File: config.mk
export PLATFORM = sky130hd
export DESIGN_NAME = pc_sequencer
export DESIGN_NICKNAME = d
export VERILOG_FILES = /design/src/rtl/pc_sequencer_pkg.sv /design/src/rtl/pc_fetch_timer.sv /design/src/rtl/pc_sequencer.sv
export SDC_FILE = /design/constraint.sdc
export NUM_CORES = 1
export LEC_CHECK = 0
export BUFFER_PORTS_ARGS = -buffer_cell sky130_fd_sc_hd__buf_2
export CELL_PAD_IN_SITES_DETAIL_PLACEMENT = 0
export CELL_PAD_IN_SITES_GLOBAL_PLACEMENT = 1
export CORE_UTILIZATION = 33
export CTS_BUF_LIST = sky130_fd_sc_hd__clkbuf_16
export CTS_CLUSTER_SIZE = 12
export DETAILED_ROUTE_END_ITERATION = 16
export PLACE_DENSITY = 0.95
export SLEW_MARGIN = 25
export SYNTH_ARGS = -nofsm -noshare
export SYNTH_HDL_FRONTEND = slang
export SYNTH_SLANG_ARGS = --single-unit
File: constraint.sdc
create_clock -name clk -period 4.3 [get_ports clk]
set_input_delay 1.075 -clock clk [delete_from_list [all_inputs] [get_ports clk]]
set_output_delay 1.075 -clock clk [all_outputs]
set_load 0.02 [all_outputs]
File: src/rtl/pc_sequencer_pkg.sv
// Shared encodings for the PC sequencer: PC op codes, FSM states, trap causes.
package pc_sequencer_pkg;

    typedef enum logic [2:0] {
        PC_SEQ  = 3'd0,
        PC_JUMP = 3'd2
    } pcOpT;

    typedef enum logic [1:0] {
        ST_RST   = 2'd0,
        ST_FETCH = 2'd1,
        ST_EXEC  = 2'd2,
        ST_TRAP  = 2'd3
    } seqStateT;

    typedef enum logic [3:0] {
        CAUSE_NONE          = 4'd0,
        CAUSE_FETCH_TIMEOUT = 4'd1,
        CAUSE_EXEC_TRAP     = 4'd2,
        CAUSE_MISALIGNED    = 4'd3
    } trapCauseT;

    // A PC target is misaligned when it is not on a 32-bit word boundary.
    function automatic logic isMisaligned(input logic [31:0] addr);
        return (addr[1:0] != 2'b00);
    endfunction

endpackage

File: src/rtl/pc_fetch_timer.sv
// Fetch wait counter: 8-bit up-counter with clear (priority) and enable,
// flagging when the count equals the terminal value.
module pc_fetch_timer (
    input  logic       clk,
    input  logic       reset,
    input  logic       clear,
    input  logic       enable,
    input  logic [7:0] terminal,
    output logic       terminalCount
);

    logic [7:0] count_r;

    // Count FETCH cycles; clear wins over enable, reset wins over both.
    always_ff @(posedge clk) begin
        if (reset) begin
            count_r <= 8'd0;
        end else if (clear) begin
            count_r <= 8'd0;
        end else if (enable) begin
            count_r <= count_r + 8'd1;
        end else begin
            count_r <= count_r;
        end
    end

    assign terminalCount = (count_r == terminal);

endmodule

File: src/rtl/pc_sequencer.sv
// PC sequencer: drives the ProgramCounter through reset-vector load, fetch,
// execute-wait and PC update, with trap / mret / redirect / sequential
// priority and a fetch timeout that raises a fetch-fault trap.
// Optional build macro PC_SEQUENCER_MISALIGN_CHECK_EN turns misaligned
// redirect or mret targets into traps with cause 3.
module pc_sequencer
    import pc_sequencer_pkg::*;
#(
    parameter logic [31:0] RESET_VECTOR  = 32'h0000_0000,
    parameter logic [31:0] TRAP_VECTOR   = 32'h0000_0100,
    parameter int unsigned FETCH_TIMEOUT = 16
) (
    input  logic        clk,
    input  logic        reset,
    input  logic [31:0] pcReadData,
    output logic        pcWriteEnable,
    output logic [31:0] pcWriteData,
    output logic [2:0]  pcOp,
    output logic        imem_req,
    input  logic        imem_ack,
    output logic        instr_valid,
    input  logic        exec_done,
    input  logic        redirect,
    input  logic [31:0] redirect_target,
    input  logic        trap_req,
    input  logic        mret,
    output logic [31:0] epc,
    output logic [3:0]  cause,
    output logic [1:0]  state
);

    localparam logic [7:0] TIMER_TERMINAL = 8'(FETCH_TIMEOUT - 1);

    seqStateT    state_r;
    seqStateT    stateNext_s;
    logic [31:0] epc_r;
    logic [31:0] epcNext_s;
    logic [3:0]  cause_r;
    logic [3:0]  causeNext_s;
    logic        timerClear_s;
    logic        timerEnable_s;
    logic        timerDone_s;
    logic        misalignTrap_s;

    pc_fetch_timer uFetchTimer (
        .clk           (clk),
        .reset         (reset),
        .clear         (timerClear_s),
        .enable        (timerEnable_s),
        .terminal      (TIMER_TERMINAL),
        .terminalCount (timerDone_s)
    );

`ifdef PC_SEQUENCER_MISALIGN_CHECK_EN
    // Flag a misaligned target for whichever of mret / redirect would be taken.
    always_comb begin
        if (mret) begin
            misalignTrap_s = isMisaligned(epc_r);
        end else if (redirect) begin
            misalignTrap_s = isMisaligned(redirect_target);
        end else begin
            misalignTrap_s = 1'b0;
        end
    end
`else
    assign misalignTrap_s = 1'b0;
`endif

    // State, saved PC and trap cause registers.
    always_ff @(posedge clk) begin
        if (reset) begin
            state_r <= ST_RST;
            epc_r   <= 32'h0000_0000;
            cause_r <= CAUSE_NONE;
        end else begin
            state_r <= stateNext_s;
            epc_r   <= epcNext_s;
            cause_r <= causeNext_s;
        end
    end

    // Next-state, trap bookkeeping and combinational PC / fetch controls.
    always_comb begin
        stateNext_s   = state_r;
        epcNext_s     = epc_r;
        causeNext_s   = cause_r;
        pcWriteEnable = 1'b0;
        pcWriteData   = 32'h0000_0000;
        pcOp          = PC_SEQ;
        imem_req      = 1'b0;
        instr_valid   = 1'b0;
        timerEnable_s = 1'b0;
        timerClear_s  = 1'b1;
        if (reset) begin
            // Everything idles while reset is held; registers clear in the flop block.
            stateNext_s = ST_RST;
        end else begin
            case (state_r)
                ST_RST: begin
                    pcWriteEnable = 1'b1;
                    pcOp          = PC_JUMP;
                    pcWriteData   = RESET_VECTOR;
                    stateNext_s   = ST_FETCH;
                end
                ST_FETCH: begin
                    imem_req      = 1'b1;
                    timerEnable_s = 1'b1;
                    timerClear_s  = 1'b0;
                    if (imem_ack) begin
                        // Ack wins over a simultaneous timeout.
                        instr_valid  = 1'b1;
                        timerClear_s = 1'b1;
                        stateNext_s  = ST_EXEC;
                    end else if (timerDone_s) begin
                        epcNext_s    = pcReadData;
                        causeNext_s  = CAUSE_FETCH_TIMEOUT;
                        timerClear_s = 1'b1;
                        stateNext_s  = ST_TRAP;
                    end else begin
                        stateNext_s = ST_FETCH;
                    end
                end
                ST_EXEC: begin
                    if (exec_done) begin
                        pcWriteEnable = 1'b1;
                        stateNext_s   = ST_FETCH;
                        if (trap_req) begin
                            epcNext_s   = pcReadData;
                            causeNext_s = CAUSE_EXEC_TRAP;
                            pcOp        = PC_JUMP;
                            pcWriteData = TRAP_VECTOR;
                        end else if (misalignTrap_s) begin
                            epcNext_s   = pcReadData;
                            causeNext_s = CAUSE_MISALIGNED;
                            pcOp        = PC_JUMP;
                            pcWriteData = TRAP_VECTOR;
                        end else if (mret) begin
                            causeNext_s = CAUSE_NONE;
                            pcOp        = PC_JUMP;
                            pcWriteData = epc_r;
                        end else if (redirect) begin
                            pcOp        = PC_JUMP;
                            pcWriteData = redirect_target;
                        end else begin
                            pcOp = PC_SEQ;
                        end
                    end else begin
                        stateNext_s = ST_EXEC;
                    end
                end
                ST_TRAP: begin
                    pcWriteEnable = 1'b1;
                    pcOp          = PC_JUMP;
                    pcWriteData   = TRAP_VECTOR;
                    stateNext_s   = ST_FETCH;
                end
                default: begin
                    stateNext_s = ST_RST;
                end
            endcase
        end
    end

    assign epc   = epc_r;
    assign cause = cause_r;
    assign state = state_r;

endmodule

# Word level (Yosys, flattened, before mapping)
# Index checks and enable logic that the tools add are counted.
# classes
n_eq_ne,9
reduce_logical,6
muxes,39
add_sub_neg,1
# op_table
op,count
2-to-1 mux 32 bit,9
one-hot mux 32 bit (2 select lines),2
2-to-1 mux 4 bit,5
2-to-1 mux 2 bit,7
2-to-1 mux 1 bit,11
AND reduction 5 bit,2
adder 8 x 1 -> 8 bit (second input constant),1
== test 8 x 4 -> 1 bit (second input constant),1
!= test 2 bit (second input constant),4
one-hot mux 4 bit (2 select lines),1
one-hot mux 2 bit (3 select lines),1
== test 2 bit (second input constant),2
one-hot mux 2 bit (2 select lines),1
OR reduction 2 bit,2
2-to-1 mux 3 bit,1
!= test 3 bit (second input constant),1
== test 2 x 1 -> 1 bit (second input constant),1
logical NOT 2 bit,1
one-hot mux 1 bit (2 select lines),1
nonzero test 2 bit,1
# totals
elab_cells,59
ff_bits,46
input_bits,71
out_inout_bits,76

# Logic depth before layout (Yosys ltp)
# logic_depth
word_depth,6
mapped_depth,8
mapped_depth_nobuf,7

# By module
# From an unflattened synthesis, not the netlist that was laid out.
# hier_totals
cells_unflattened,315
hier_area_um2,2663.8
# by_module_without_submodules
module,area_each_um2,n_inst,cells_each,seq_area_each_um2
pc_sequencer,2230.9,1,265,720.7
pc_fetch_timer,432.9,1,50,160.2

# Worst setup path after synthesis
# Ideal clock, no wire load.
# synth_path
path_type,input -> output
from,in reset
to,out pcOp[1]
stages,4
path_buffers,2
arrival_ns,2.135
setup_slack_ns,1.090
t_required_ns,3.225
cell_sequence,clkbuf_1 -> clkbuf_1 -> or3_1 -> a21oi_1
# synth_via
elab_chain_cells,1
# synth_rtl
item,line,source
from (decl),pc_sequencer.sv:14,"input logic reset,"
2-to-1 mux 3 bit,pc_sequencer.sv:94,if (reset) begin
to (decl),pc_sequencer.sv:18,"output logic [2:0] pcOp,"
# Every way passes these cells.

# Worst setup path after layout
# layout_path
from,in redirect
to,out pcWriteData[7]
# layout_via
elab_chain_cells,6
# layout_rtl
item,line,source
from (decl),pc_sequencer.sv:23,"input logic redirect,"
2-to-1 mux 32 bit,pc_sequencer.sv:141,end else if (redirect) begin
2-to-1 mux 32 bit,pc_sequencer.sv:137,end else if (mret) begin
2-to-1 mux 32 bit,pc_sequencer.sv:127,if (trap_req) begin
2-to-1 mux 32 bit,pc_sequencer.sv:124,if (exec_done) begin
one-hot mux 32 bit (2 select lines),pc_sequencer.sv:98,case (state_r)
2-to-1 mux 32 bit,pc_sequencer.sv:94,
to (decl),pc_sequencer.sv:17,"output logic [31:0] pcWriteData,"
# Every way passes these cells.

==> results.json <==
{
  "status": "finished, final reports clean",
  "power_frac_seq": 0.347,
  "avgSynthCellArea_sq_um": 8.56,
  "drive_above_1_share": 0.375,
  "row_count": 31,
  "nFillCells": 741,
  "multi_input_area_sq_mm": 0.00151,
  "io_pins": 147,
  "port_buffers": 142,
  "leakage_nw": 1.62,
  "cts_sinks": 44,
  "required_ps": 3220,
  "tightest_slew_ps": 574,
  "whs_path_depth": 1,
  "critical_path.startpoint_type": "input port",
  "arrival_ps": 2430,
  "final-setup-viol-count": 0,
  "area_growth_syn_to_layout_pct": 35.5,
  "cpMostUsedCell": "buf_2",
  "cts.root.buffer_cell": "clkbuf_16",
  "synth_edf_count": 0,
  "hold_buffers": 0,
  "diodes": 0,
  "grt_pass1_wl_um": 10800,
  "period_share": 0.815,
  "timing.setup.tns_ps": 0,
  "fin_crit_ps": 3510,
  "ys_seq_elements": 44,
  "comb_power_share": 0.416,
  "wl_per_cell_um": 12.7,
  "reg2reg_slack_ps": 2220,
  "cts_tree": "yes",
  "slew_viol_final": 0,
  "hold_violations": 0,
  "cp_max_fo": 19,
  "max_stage_delay_ps": 510,
  "power.internal_mw": 1.08,
  "synth_flop_cell": "dfxtp_1",
  "routabilityCongestion": 0.808,
  "power.density_mw_per_mm2": 502,
  "first_global_vias": 2274,
  "via_per_inst": 4.69,
  "cts_setup_buffers": 0,
  "yosysUniqueCellTypes": 35,
  "slowest_stage": "nor2b_2",
  "clk_pin_slew_worst_paths_ps": 60,
  "syn_inst": 298,
  "grt_setup_unrepaired": "no",
  "die-area_sq_mm": 0.00808,
  "drt_iter0_markers": 86,
  "worstSetupEndpointType": "output port",
  "path_class": "input port to output port",
  "max_cap_violations": 0,
  "cts_buffer_depth": 2,
  "pwr-share-clk": 0.237,
  "max_freq_mhz": 285,
  "yosys.area.top_type_share": 0.345,
  "utilization": 0.469,
  "yosysWarnings": 0,
  "async_flop_share": 0,
  "fp.dieW_um": 89.9,
  "crit_chain": "buf_2 > nor2b_2 > buf_4 > a22oi_1 > nor2_1 > buf_2",
  "clock_skew_ps": 5.82,
  "grt_max_degree": 48,
  "htreeDepth": 2,
  "initial_core_util": 0.346,
  "p_switching_mw": 0.652,
  "timing.rr.end": "epc[27]",
  "fin_nets": 506,
  "dp_hpwl_um": 5030,
  "r2r_cells": 7,
  "synth_area_leaders": "dfxtp_1 35%, nand2b_1 16%, mux2i_1 13%",
  "ir_drop_v": 0.000210,
  "hp-class": "register to register",
  "core_area_sq_mm": 0.00737,
  "num_vias": 2477,
  "globalRouteOverflowTotal": 0,
  "grt_antenna_before_repair": 0,
  "drc": 0,
  "clock_latency_ps": 280,
  "hold_end": "uFetchTimer.count_r[0]",
  "cts_buffers": 5,
  "switching_share": 0.376,
  "drtPass1Iterations": 4,
  "r2r_start": "state[0]",
  "wl_um": 6730,
  "yosysSeqAreaShare": 0.345,
  "die_h_um": 89.9,
  "synth_area_leader_cell": "dfxtp_1",
  "seq_area_sq_um": 881,
  "cts_resized": 0,
  "max-slew-margin-rel": 0.615,
  "ant_nets": 0,
  "min_from": "uFetchTimer.count_r[0]",
  "grt_use_total": 0.164,
  "syn_area_sq_mm": 0.00255
}
## worst max path at each step
stage	cells after the start	slack, ps	startpoint	end
after CTS	6	770	redirect	pcWriteData[24]
final	6	790	redirect	pcWriteData[7]
after global routing	6	620	redirect	pcWriteData[9]
after floorplan	4	1090	reset	pcOp[1]
after detailed placement	6	770	redirect	pcWriteData[9]
after global placement	6	830	redirect	pcWriteData[7]
## critical path: cells and delay by family
family / cells / cell delay [ps]
AO/OA/AOI/OAI: 1 / 100
buffers and inverters: 3 / 630
AND/OR/NAND/NOR: 2 / 610
## logic make-up (layout without fill, tap and decap cells)
| kind of cell | Yosys count | count (layout) | synth area share |
|---|---|---|---|
| AND/OR/NAND/NOR | 133 | 133 | 0.285 |
| multiplexers | 32 | 32 | 0.126 |
| AO/OA/AOI/OAI | 43 | 43 | 0.128 |
| flip-flops | 44 | 44 | 0.345 |
| XOR/XNOR | 6 | 6 | 0.0206 |
| other | 1 | 4 | 0.00147 |
| buffers and inverters | 34 | 162 | 0.0692 |
| adder cells (fa/ha/maj) | 5 | 5 | 0.0245 |
## per-layer routing
metal / up-vias / track usage / routed length [um]
met1: 1117 / 0.207 / 3160
li1: 1260 / - / -
met4: 0 / 0.0403 / 40
met3: 2 / 0.0288 / 408
met5: - / 0 / 0
met2: 98 / 0.289 / 3120
## cell usage in the layout, fill, tap and decap left out, types with 2 or more instances in the layout
| master | instances |
|---|---|
| a21oi_1 | 3 |
| a22oi_1 | 30 |
| buf_2 | 142 |
| buf_4 | 7 |
| clkbuf_16 | 5 |
| conb_1 | 4 |
| dfxtp_1 | 44 |
| ha_1 | 5 |
| inv_1 | 7 |
| mux2i_1 | 32 |
| nand2_1 | 5 |
| nand2b_1 | 66 |
| nand3_1 | 4 |
| nor2_1 | 45 |
| nor2b_1 | 2 |
| o311ai_0 | 2 |
| o41ai_1 | 2 |
| or3_1 | 2 |
| xnor2_1 | 2 |
| xor2_1 | 4 |
## state kept, by name, indices dropped and copies added, names as in the netlist
signal	count
state	2
uFetchTimer.count_r	8
epc	32
cause	2
## cells in the mapped netlist, types with 2 or more instances
library cell / count
nand2b_1: 66
nor2_1: 45
dfxtp_1: 44
mux2i_1: 32
a22oi_1: 30
clkbuf_1: 18
inv_1: 7
ha_1: 5
nand2_1: 5
buf_4: 4
nand3_1: 4
xor2_1: 4
a21oi_1: 3
buf_8: 3
nor2b_1: 3
buf_1: 2
o311ai_0: 2
o41ai_1: 2
or3_1: 2
xnor2_1: 2
## area by class of cell
class                   count  area share
multi-input cells         223       0.436
flip-flops and latches     44       0.255
clock buffers               5      0.0362
inverters                   7     0.00760
repair buffers            149       0.221
clock inverters             1     0.00869
well taps                  99      0.0358
## power groups by stage
stage          combinational (mW)  sequential, mW  clock (mW)
3_3_place_gp                0.718           0.607           0
3_5_place_dp                0.730           0.609           0
2_1_floorplan               0.425           0.720           0
4_1_cts                     0.732           0.603       0.425
5_1_grt                     0.780           0.617       0.443
6_report                    0.722           0.602       0.411
## through the flow
stage	cells	hold slack [ps]	worst slack (ps)	area [sq um]	total power, mW
after detailed placement	522	450	769	3300	1.34
after global placement	522	441	827	3300	1.32
after global routing	528	483	617	3460	1.84
after CTS	528	469	768	3460	1.76
final	528	462	794	3460	1.73
after floorplan	301	426	1090	2560	1.15
Power figures use the tool's default switching activity.
